--- config.mk ---
export PLATFORM = sky130hd
export DESIGN_NAME = mode_ctrl
export DESIGN_NICKNAME = d
export VERILOG_FILES = /design/src/rtl/mode_ctrl.sv
export SDC_FILE = /design/constraint.sdc
export NUM_CORES = 1
export LEC_CHECK = 0
export ABC_AREA = 1
export CAP_MARGIN = 20
export CELL_PAD_IN_SITES_DETAIL_PLACEMENT = 0
export CELL_PAD_IN_SITES_GLOBAL_PLACEMENT = 1
export CORE_UTILIZATION = 29
export CTS_CLUSTER_SIZE = 28
export DETAILED_ROUTE_END_ITERATION = 10
export PLACE_DENSITY = 0.8
export SETUP_SLACK_MARGIN = 0.5
export SYNTH_ARGS = -nofsm -noshare
export SYNTH_HDL_FRONTEND = slang
export SYNTH_SLANG_ARGS = --single-unit
--- constraint.sdc ---
create_clock -name clk -period 2.7 [get_ports clk]
set_clock_uncertainty 0.15 [all_clocks]
set_input_delay 0.81 -clock clk [delete_from_list [all_inputs] [get_ports clk]]
set_output_delay 0.81 -clock clk [all_outputs]
set_load 0.005 [all_outputs]
--- src/rtl/mode_ctrl.sv ---
// mode_ctrl: piano mode sequencer with button edge detect, system tick and output mux.
// Define MODE_CTRL_MAP_EN to build the key-remap table, the MAP state and remap_clr.
module mode_ctrl #(
  parameter int KEYS = 7,
  parameter int NMODES = 4,
  parameter logic [NMODES-1:0] SONG_MASK = 4'b1110,
  parameter int SONGS = 3,
  parameter int LVL_MAX = 6,
  parameter int LVL_INIT = 4,
  parameter int CLK_DIV = 100000,
  parameter int TICK_W = 16,
  parameter int TUBE_W = 8,
  localparam int SONG_W = $clog2(SONGS + 1)
) (
  input  logic                         clk,
  input  logic                         rst_n,
  input  logic                         submit,
  input  logic                         cancel,
  input  logic                         oct_up,
  input  logic                         oct_down,
  input  logic                         remap_clr,
  input  logic [KEYS-1:0]              note_key,
  output logic [KEYS-1:0]              key_map,
  output logic                         tick,
  output logic [TICK_W-1:0]            sys_time,
  output logic [1:0]                   state,
  output logic [NMODES-1:0]            mode_en,
  output logic [SONG_W-1:0]            song,
  output logic [3:0]                   level,
  input  logic [NMODES-1:0]            mode_done,
  input  logic [NMODES-1:0]            eng_buzzer,
  input  logic [NMODES*KEYS-1:0]       eng_led,
  input  logic [NMODES*3*TUBE_W-1:0]   eng_seg,
  input  logic [3*TUBE_W-1:0]          menu_seg,
  output logic                         buzzer,
  output logic [KEYS-1:0]              led,
  output logic [3*TUBE_W-1:0]          seg
);

  localparam int MW = (NMODES > 1) ? $clog2(NMODES) : 1;
  localparam int KW = $clog2(KEYS + 1);
  localparam int DW = (CLK_DIV > 1) ? $clog2(CLK_DIV) : 1;
  localparam logic [KW-1:0] NMODES_K = KW'(NMODES);
  localparam logic [KW-1:0] SONGS_K  = KW'(SONGS);
  localparam logic [KW-1:0] K_LAST   = KW'(KEYS - 1);
  localparam logic [3:0]    LVL_MAX_L  = 4'(LVL_MAX);
  localparam logic [3:0]    LVL_INIT_L = 4'(LVL_INIT);

  typedef enum logic [1:0] {MENU = 2'd0, PICK = 2'd1, RUN = 2'd2, MAP = 2'd3} state_t;

  state_t                state_reg, state_next;
  logic [NMODES-1:0]     mode_en_reg, mode_en_next;
  logic [MW-1:0]         sel_reg, sel_next;
  logic [SONG_W-1:0]     song_reg, song_next;
  logic [3:0]            level_reg, level_next;
  logic [KW-1:0]         k_reg, k_next;
  logic [3:0]            btn, btn_q, rise;
  logic                  sub_rise, can_rise, up_rise, dn_rise;
  logic                  key_onehot, map_we, map_clr;
  logic [KW-1:0]         key_idx;
  logic [MW-1:0]         mode_idx;
  logic [DW-1:0]         div_reg;
  logic                  tick_reg;
  logic [TICK_W-1:0]     time_reg;
  logic                  buzzer_next;
  logic [KEYS-1:0]       led_next;
  logic [3*TUBE_W-1:0]   seg_next;

  // Cancel outranks submit when both rise on the same edge.
  assign btn      = {submit, cancel, oct_up, oct_down};
  assign rise     = btn & ~btn_q;
  assign can_rise = rise[2];
  assign sub_rise = rise[3] & ~rise[2];
  assign up_rise  = rise[1];
  assign dn_rise  = rise[0];

  assign key_onehot = (note_key != '0) && ((note_key & (note_key - KEYS'(1))) == '0);
  assign mode_idx   = MW'(key_idx);

  always_comb begin
    key_idx = '0;
    for (int i = 0; i < KEYS; i++)
      if (note_key[i]) key_idx = KW'(i);
  end

  always_comb begin
    state_next   = state_reg;
    mode_en_next = mode_en_reg;
    sel_next     = sel_reg;
    song_next    = song_reg;
    level_next   = level_reg;
    k_next       = k_reg;
    map_we       = 1'b0;
    map_clr      = 1'b0;
    if (can_rise && state_reg != MENU) begin
      state_next   = MENU;
      mode_en_next = '0;
      song_next    = '0;
      k_next       = '0;
    end else begin
      case (state_reg)
        MENU: if (sub_rise && key_onehot) begin
          if (key_idx < NMODES_K) begin
            sel_next = mode_idx;
            if (SONG_MASK[mode_idx]) begin
              state_next = PICK;
              level_next = LVL_INIT_L;
              song_next  = '0;
            end else begin
              state_next   = RUN;
              mode_en_next = NMODES'(1) << mode_idx;
            end
`ifdef MODE_CTRL_MAP_EN
          end else if (key_idx == NMODES_K) begin
            state_next = MAP;
            k_next     = '0;
`endif
          end
        end
        PICK: begin
          if (up_rise && level_reg != LVL_MAX_L) level_next = level_reg + 4'd1;
          else if (dn_rise && level_reg != 4'd0) level_next = level_reg - 4'd1;
          if (sub_rise && key_onehot && key_idx < SONGS_K) begin
            song_next    = SONG_W'(key_idx) + SONG_W'(1);
            state_next   = RUN;
            mode_en_next = NMODES'(1) << sel_reg;
          end
        end
        RUN: if (|(mode_done & mode_en_reg)) begin
          state_next   = MENU;
          mode_en_next = '0;
          song_next    = '0;
        end
`ifdef MODE_CTRL_MAP_EN
        MAP: if (sub_rise) begin
          if (remap_clr) begin
            map_clr    = 1'b1;
            state_next = MENU;
            k_next     = '0;
          end else if (key_onehot) begin
            map_we = 1'b1;
            if (k_reg == K_LAST) begin
              state_next = MENU;
              k_next     = '0;
            end else begin
              k_next = k_reg + KW'(1);
            end
          end
        end
`endif
        default: ;
      endcase
    end
  end

  always_ff @(posedge clk or negedge rst_n) begin
    if (!rst_n) begin
      state_reg   <= MENU;
      mode_en_reg <= '0;
      sel_reg     <= '0;
      song_reg    <= '0;
      level_reg   <= '0;
      k_reg       <= '0;
      btn_q       <= '0;
    end else begin
      state_reg   <= state_next;
      mode_en_reg <= mode_en_next;
      sel_reg     <= sel_next;
      song_reg    <= song_next;
      level_reg   <= level_next;
      k_reg       <= k_next;
      btn_q       <= btn;
    end
  end

`ifdef MODE_CTRL_MAP_EN
  logic [KEYS-1:0] map_reg [KEYS];

  for (genvar gi = 0; gi < KEYS; gi++) begin : g_map
    localparam logic [KEYS-1:0] IDENT = KEYS'(1) << gi;
    always_ff @(posedge clk or negedge rst_n) begin
      if (!rst_n)                                 map_reg[gi] <= IDENT;
      else if (map_clr)                           map_reg[gi] <= IDENT;
      else if (map_we && key_idx == KW'(gi))      map_reg[gi] <= KEYS'(1) << k_reg;
    end
  end

  always_comb begin
    key_map = '0;
    for (int i = 0; i < KEYS; i++)
      if (note_key[i]) key_map = key_map | map_reg[i];
  end
`else
  logic remap_unused;
  assign remap_unused = remap_clr;
  assign key_map      = note_key;
`endif

  always_ff @(posedge clk or negedge rst_n) begin
    if (!rst_n) begin
      div_reg  <= '0;
      tick_reg <= 1'b0;
      time_reg <= '0;
    end else if (div_reg == DW'(CLK_DIV - 1)) begin
      div_reg  <= '0;
      tick_reg <= 1'b1;
      time_reg <= time_reg + TICK_W'(1);
    end else begin
      div_reg  <= div_reg + DW'(1);
      tick_reg <= 1'b0;
    end
  end

  always_comb begin
    buzzer_next = 1'b0;
    led_next    = '0;
    seg_next    = menu_seg;
    case (state_reg)
      PICK: led_next = KEYS'(1) << level_reg;
      RUN: begin
        buzzer_next = eng_buzzer[sel_reg];
        led_next    = eng_led[sel_reg*KEYS +: KEYS];
        seg_next    = eng_seg[sel_reg*3*TUBE_W +: 3*TUBE_W];
      end
      MAP:  led_next = KEYS'(1) << k_reg;
      default: ;
    endcase
  end

  always_ff @(posedge clk or negedge rst_n) begin
    if (!rst_n) begin
      buzzer <= 1'b0;
      led    <= '0;
      seg    <= '0;
    end else begin
      buzzer <= buzzer_next;
      led    <= led_next;
      seg    <= seg_next;
    end
  end

  assign tick     = tick_reg;
  assign sys_time = time_reg;
  assign state    = state_reg;
  assign mode_en  = mode_en_reg;
  assign song     = song_reg;
  assign level    = level_reg;

endmodule

## Yosys cells after proc, flatten, opt, wreduce, memory -nomap -nowiden

Cells that the tools add are included.

- Register bits: 84
- Bits in latches: 0
- Memory bits (writable): 0
- ROM bits: 0
- Input bits: 170
- Output and inout bits: 68
- Logic and storage cells: 111
- Memories kept: 0

- Add/subtract/negate cells: 6
- $mul: 2
- Div/mod/pow operators: 0
- Magnitude comparators: 4
- Equal/unequal tests: 15
- Shift operators: 5
- Multiplexer cells: 41
- Bitwise logic cells: 7
- Reduce and logical (&&, ||, !) cells: 19

Operator list:

| cell | number |
|---|---|
| $shiftx 96x8->24 | 1 |
| $mux 4 | 11 |
| $shiftx 28x6->7 | 1 |
| $mux 2 | 13 |
| $mux 24 | 1 |
| $ne 3x3->1 const B | 7 |
| $pmux 7 s3 | 1 |
| $reduce_and 6->1 | 3 |
| $add 17x1->17 const B | 1 |
| $eq 17x17->1 const B | 1 |
| $mux 17 | 1 |
| $add 16x1->16 const B | 1 |
| $pmux 2 s3 | 2 |
| $pmux 4 s3 | 1 |
| $mux 3 | 3 |
| $and 4x4->4 | 2 |
| $pmux 4 s2 | 1 |
| $reduce_bool 4->1 | 2 |
| $shl 1x2->4 const A | 2 |
| $and 7x7->7 | 1 |
| $logic_not 7->1 | 1 |
| $reduce_bool 7->1 | 1 |
| $shl 1x4->7 const A | 1 |
| $sub 7x1->7 const B | 1 |
| other kinds (23) | 39 |

## Logic depth before layout (Yosys ltp)

- Depth in word-level cells: 13
- Mapped depth: 14
- Gate-level depth less buffers: 14

## Least setup slack after synthesis

OpenSTA, ideal clock, no wires.

- Path type: input to register
- Start point: in oct_up
- End point: reg level_reg[3] (netlist: level[3])
- Library setup time: 0.076 ns
- Arrival time: 2.049 ns
- Required time: 2.474 ns
- Slack: 0.425 ns
- Cell stages on the path: 13
- Buffers on the path: 0
- Cells stage by stage: inv_1 nor2_1 inv_1 nor2_2 inv_1 ha_1 nand2_1 inv_1 o21ai_0 nand2_1 nand3_1 nand3_1 o21ai_1

- Cells in the longest elaborated chain, start to end: 4
- Elaborated cells between the ends (all ways): 6
- Those cells by class: eq/ne: 1; mux: 2; bitwise: 1; reduce/logical: 2

Ends and longest elaborated chain:

| what | line | text |
|---|---|---|
| start: declaration | 19 | `input logic oct_up,` |
| $and 4x4->4 * | 71 | `assign rise = btn & ~btn_q;` |
| $logic_and 1x1->1 * | 121 | `if (up_rise && level_reg != LVL_MAX_L) level_next = level_reg + 4'd1;` |
| $ne 3x3->1 (no line) / $mux 4 (equally long branches) | n/a |  |
| $reduce_and 6->1 (no line) / $pmux 4 s2 (equally long branches) | n/a |  |
| end signal: assignment | 170 | `level_reg <= level_next;` |
| end: declaration | 55 | `logic [3:0] level_reg, level_next;` |

Every way passes the cells marked *; elsewhere a longest branch is shown, timed or not.
A chain may end at the register's enable or synchronous reset.

## Final worst setup path

- Start point: reg time_reg[14] (netlist: sys_time[14])
- End point: out sys_time[14]

RTL lines:

| what | line | text |
|---|---|---|
| start: declaration | 64 | `logic [TICK_W-1:0] time_reg;` |
| start signal: assignment | 207 | `time_reg <= time_reg + TICK_W'(1);` |
| end: declaration | 25 | `output logic [TICK_W-1:0] sys_time,` |

No word-level cell between the ends.

==> impl_results.md <==
* Cell depth of the worst flop-to-flop path at 9
* Drc violations at 0
* Via count at 5619
* Drt pass-1 iters at 6
* Number of clock buffers inserted by TritonCTS at 9
* CP Cell Sequence: clkdlybuf4s50_1
* Grt total ovfl at 0
* Root Driver: clkbuf_16
* Clock transition at the registers of the reported paths at 70 ps
* Share of synthesized cell area in and, or, nand and nor gates at 0.305
* Post-route design area at 8460 µm²
* Pin count of the biggest net entering global routing at 67
* CP bufs+invs at 1
* Maximum single-stage delay on the critical path at 500 ps
* Number of DRC markers in iteration 0 at 263
* Max Buffers Root-to-Sink at 2
* Number of global-route vias before repair at 5431
* Combinational family with the most area after synthesis: simple AND/OR/NAND/NOR gates
* Synthesized area per cell at 7.08 µm²
* Transition at the pin with the smallest max-transition slack at 750 ps
* Share of synthesized area spent on multiplexers at 0
* Power density cells at 618 nW/µm²
* Total GRT Usage at 0.193
* Final Routed Wirelength at 17.4 mm
* Number of instances in the synthesized netlist at 732
* Starting density of the core at 0.299
* Number of standard-cell rows in the floorplan at 48
* Floorplan Core Area at 17400 µm²
* Crit path kind: flop to output pin
* Largest register FFs at 24
* Layout overhead on the synthesized area at 63.2%
* Fin nets at 1176
* I/O pin count at 238
* Max VDD drop at 284 µV
* Critical-path top delay cell: clkdlybuf4s50_1
* RSZ-0062 raised after global routing: yes
* Minimum clock period at 2160 ps
* Critical path launch point type: flop
* Proportion of layout cells with a drive suffix above 1 at 0.135
* HPWL after detailed placement at 12.8 mm
* Total of flip-flops plus latches after synthesis at 84
* Floorplan die area at 18400 µm²
* Die H at 136 µm
* Detail-routed net length per standard cell at 14.2 µm
* Upper clock frequency limit at 462 MHz
* Antenna cells at 0
* Number of failing setup endpoints in the final timing report at 0
* Hold Path Class: input port to asynchronous set/reset pin
* Chip width at 136 µm
* Origin of the worst setup path: sys_time[14]
* Clock tree from TritonCTS: built
* Sink Count at 84
* Required time at the endpoint of the critical path at 1740 ps
* Number of distinct standard cells referenced by the synthesized netlist at 31
* Final design utilization at 0.487
* Antenna violations before repair at 0
* Post-synth net total at 913
* First-pass GRT wire length at 27.4 mm
* Count of buffers from port buffering at 236
* RR Startpoint: level[0]
* Register area share after synthesis at 0.406
* Status: completed
* Crit end category: output pin
* Post-cts hold buffer count at 0
* Max_slew headroom at 0.500
* YS warnings at 0
* Reg-to-reg slack, setup at 590 ps
* Clock latency reported for the late side of the worst-skew pair at 350 ps
* Fin crit share at 0.801
* Netlist Area Pre-Place at 5180 µm²
* Area share of xor/xnor cells in the synthesized design at 0.0473
* Worst path top cell family by delay: buffers and inverters
* Fill cell count at 1767
* Routed vias/inst at 4.59
* Complex-gate fraction of the synthesized area at 0.134
* Placed Area at 7890 µm²
* Detail Route Antenna Nets at 0
* Critical-path maximum fanout at 2
* Count of pins over their slew limit at 0
* Cell leakage power at 0.00390 µW
* Placed cells at 1184
* Number of hold violations in the final report at 0
* Level count of the clock H-tree at 3
* Synthesized-area fraction occupied by adder cells at 0.0280
* GP Congestion at 0.832
* Crit Reg-Reg Endpoint: level[1]
* CP arrival at 1200 ps
* Reported max-cap violation count at 0
* Non-filler instance count after layout at 1225
==> cell families (layout without fill, tap and decap cells) <==
kind of cell / after synthesis / count (layout)
DFF: 84 / 84
xor gates and xnor gates: 28 / 28
buffers and inverters: 97 / 365
and+or+nand+nor: 381 / 381
adders and majority gates: 11 / 11
AOI/OAI and AO/OA: 131 / 131
==> worst max-delay path by stage <==
| stage | endpoint | depth (start not counted) |
|---|---|---|
| CTS | key_map[1] | 2 |
| finish | sys_time[14] | 1 |
| global route | level[3] | 14 |
| detailed placement | key_map[1] | 2 |
| floorplan | level[3] | 13 |
| global placement | key_map[1] | 2 |
==> synthesized netlist by cell type, drive strengths merged <==
master / instances / share of area
xnor2: 11 / 0.019
xor2: 17 / 0.029
dfrtp: 84 / 0.41
nor2: 183 / 0.13
o22ai: 7 / 0.0084
nand2: 136 / 0.10
buf: 25 / 0.027
ha: 10 / 0.024
o21ai: 85 / 0.082
nand4: 15 / 0.018
fa: 1 / 0.0039
inv: 58 / 0.042
nor3: 11 / 0.014
clkbuf: 14 / 0.010
nor3b: 1 / 0.0024
o211ai: 1 / 0.0014
nor4: 4 / 0.0048
a21oi: 14 / 0.014
or3: 1 / 0.0012
nand3: 29 / 0.029
or2: 1 / 0.0012
a31oi: 24 / 0.029
==> area by class of cell <==
type / count / area, µm² / share of cell area
clock inverter: 5 / 83.8 / 0.00991
sequential: 84 / 2120 / 0.250
multi-input combinational: 551 / 2760 / 0.326
tap: 225 / 282 / 0.0333
inverter: 58 / 220 / 0.0260
timing repair buffer: 291 / 2760 / 0.326
clock buffer: 11 / 243 / 0.0287
==> where the power goes <==
group / total (µW) / switching [µW] / leakage (µW) / internal [µW]
sequential: 1570 / 85.4 / 0.00106 / 1490
combinational: 2280 / 1190 / 0.00269 / 1090
clock: 1380 / 535 / 0.000152 / 840
total: 5230 / 1810 / 0.00390 / 3420
==> through the flow <==
| step | total power (µW) | setup TNS [ps] | setup WS [ps] | hold slack (ps) |
|---|---|---|---|---|
| CTS | 5220 | 0 | 393 | 259 |
| global route | 5590 | 0 | 465 | 276 |
| global placement | 3780 | -853 | -109 | 302 |
| finish | 5230 | 0 | 537 | 248 |
| floorplan | 2690 | 0 | 507 | 281 |
| detailed placement | 3800 | -1030 | -107 | 310 |
==> layout by cell type, fill, tap and decap left out, types with 15 or more instances in the layout <==
cell	count
clkdlybuf4s50_1	197
nor2_1	174
nand2_1	130
dfrtp_1	73
o21ai_1	64
buf_4	54
inv_1	39
nand3_1	27
a31oi_1	24
dlygate4sd2_1	22
o21ai_0	19
inv_2	18
xor2_1	17
nand4_1	15
==> what timing repair did <==
item / 4_1_cts / 5_1_grt
buffers inserted: 22 / 3
pin swaps: 1 / 6
setup endpoints to repair: 45 / 22
gates resized for setup: 58 / 33
==> per-layer routing <==
layer | GRT usage | vias to the layer above | part of all wire
met5 | 0 | - | 0
met4 | 0.0749 | 0 | 0.022
met3 | 0.0363 | 30 | 0.053
met2 | 0.334 | 147 | 0.49
met1 | 0.236 | 2532 | 0.44
li1 | - | 2910 | -
No activity file was read; power rests on OpenSTA's default activity.
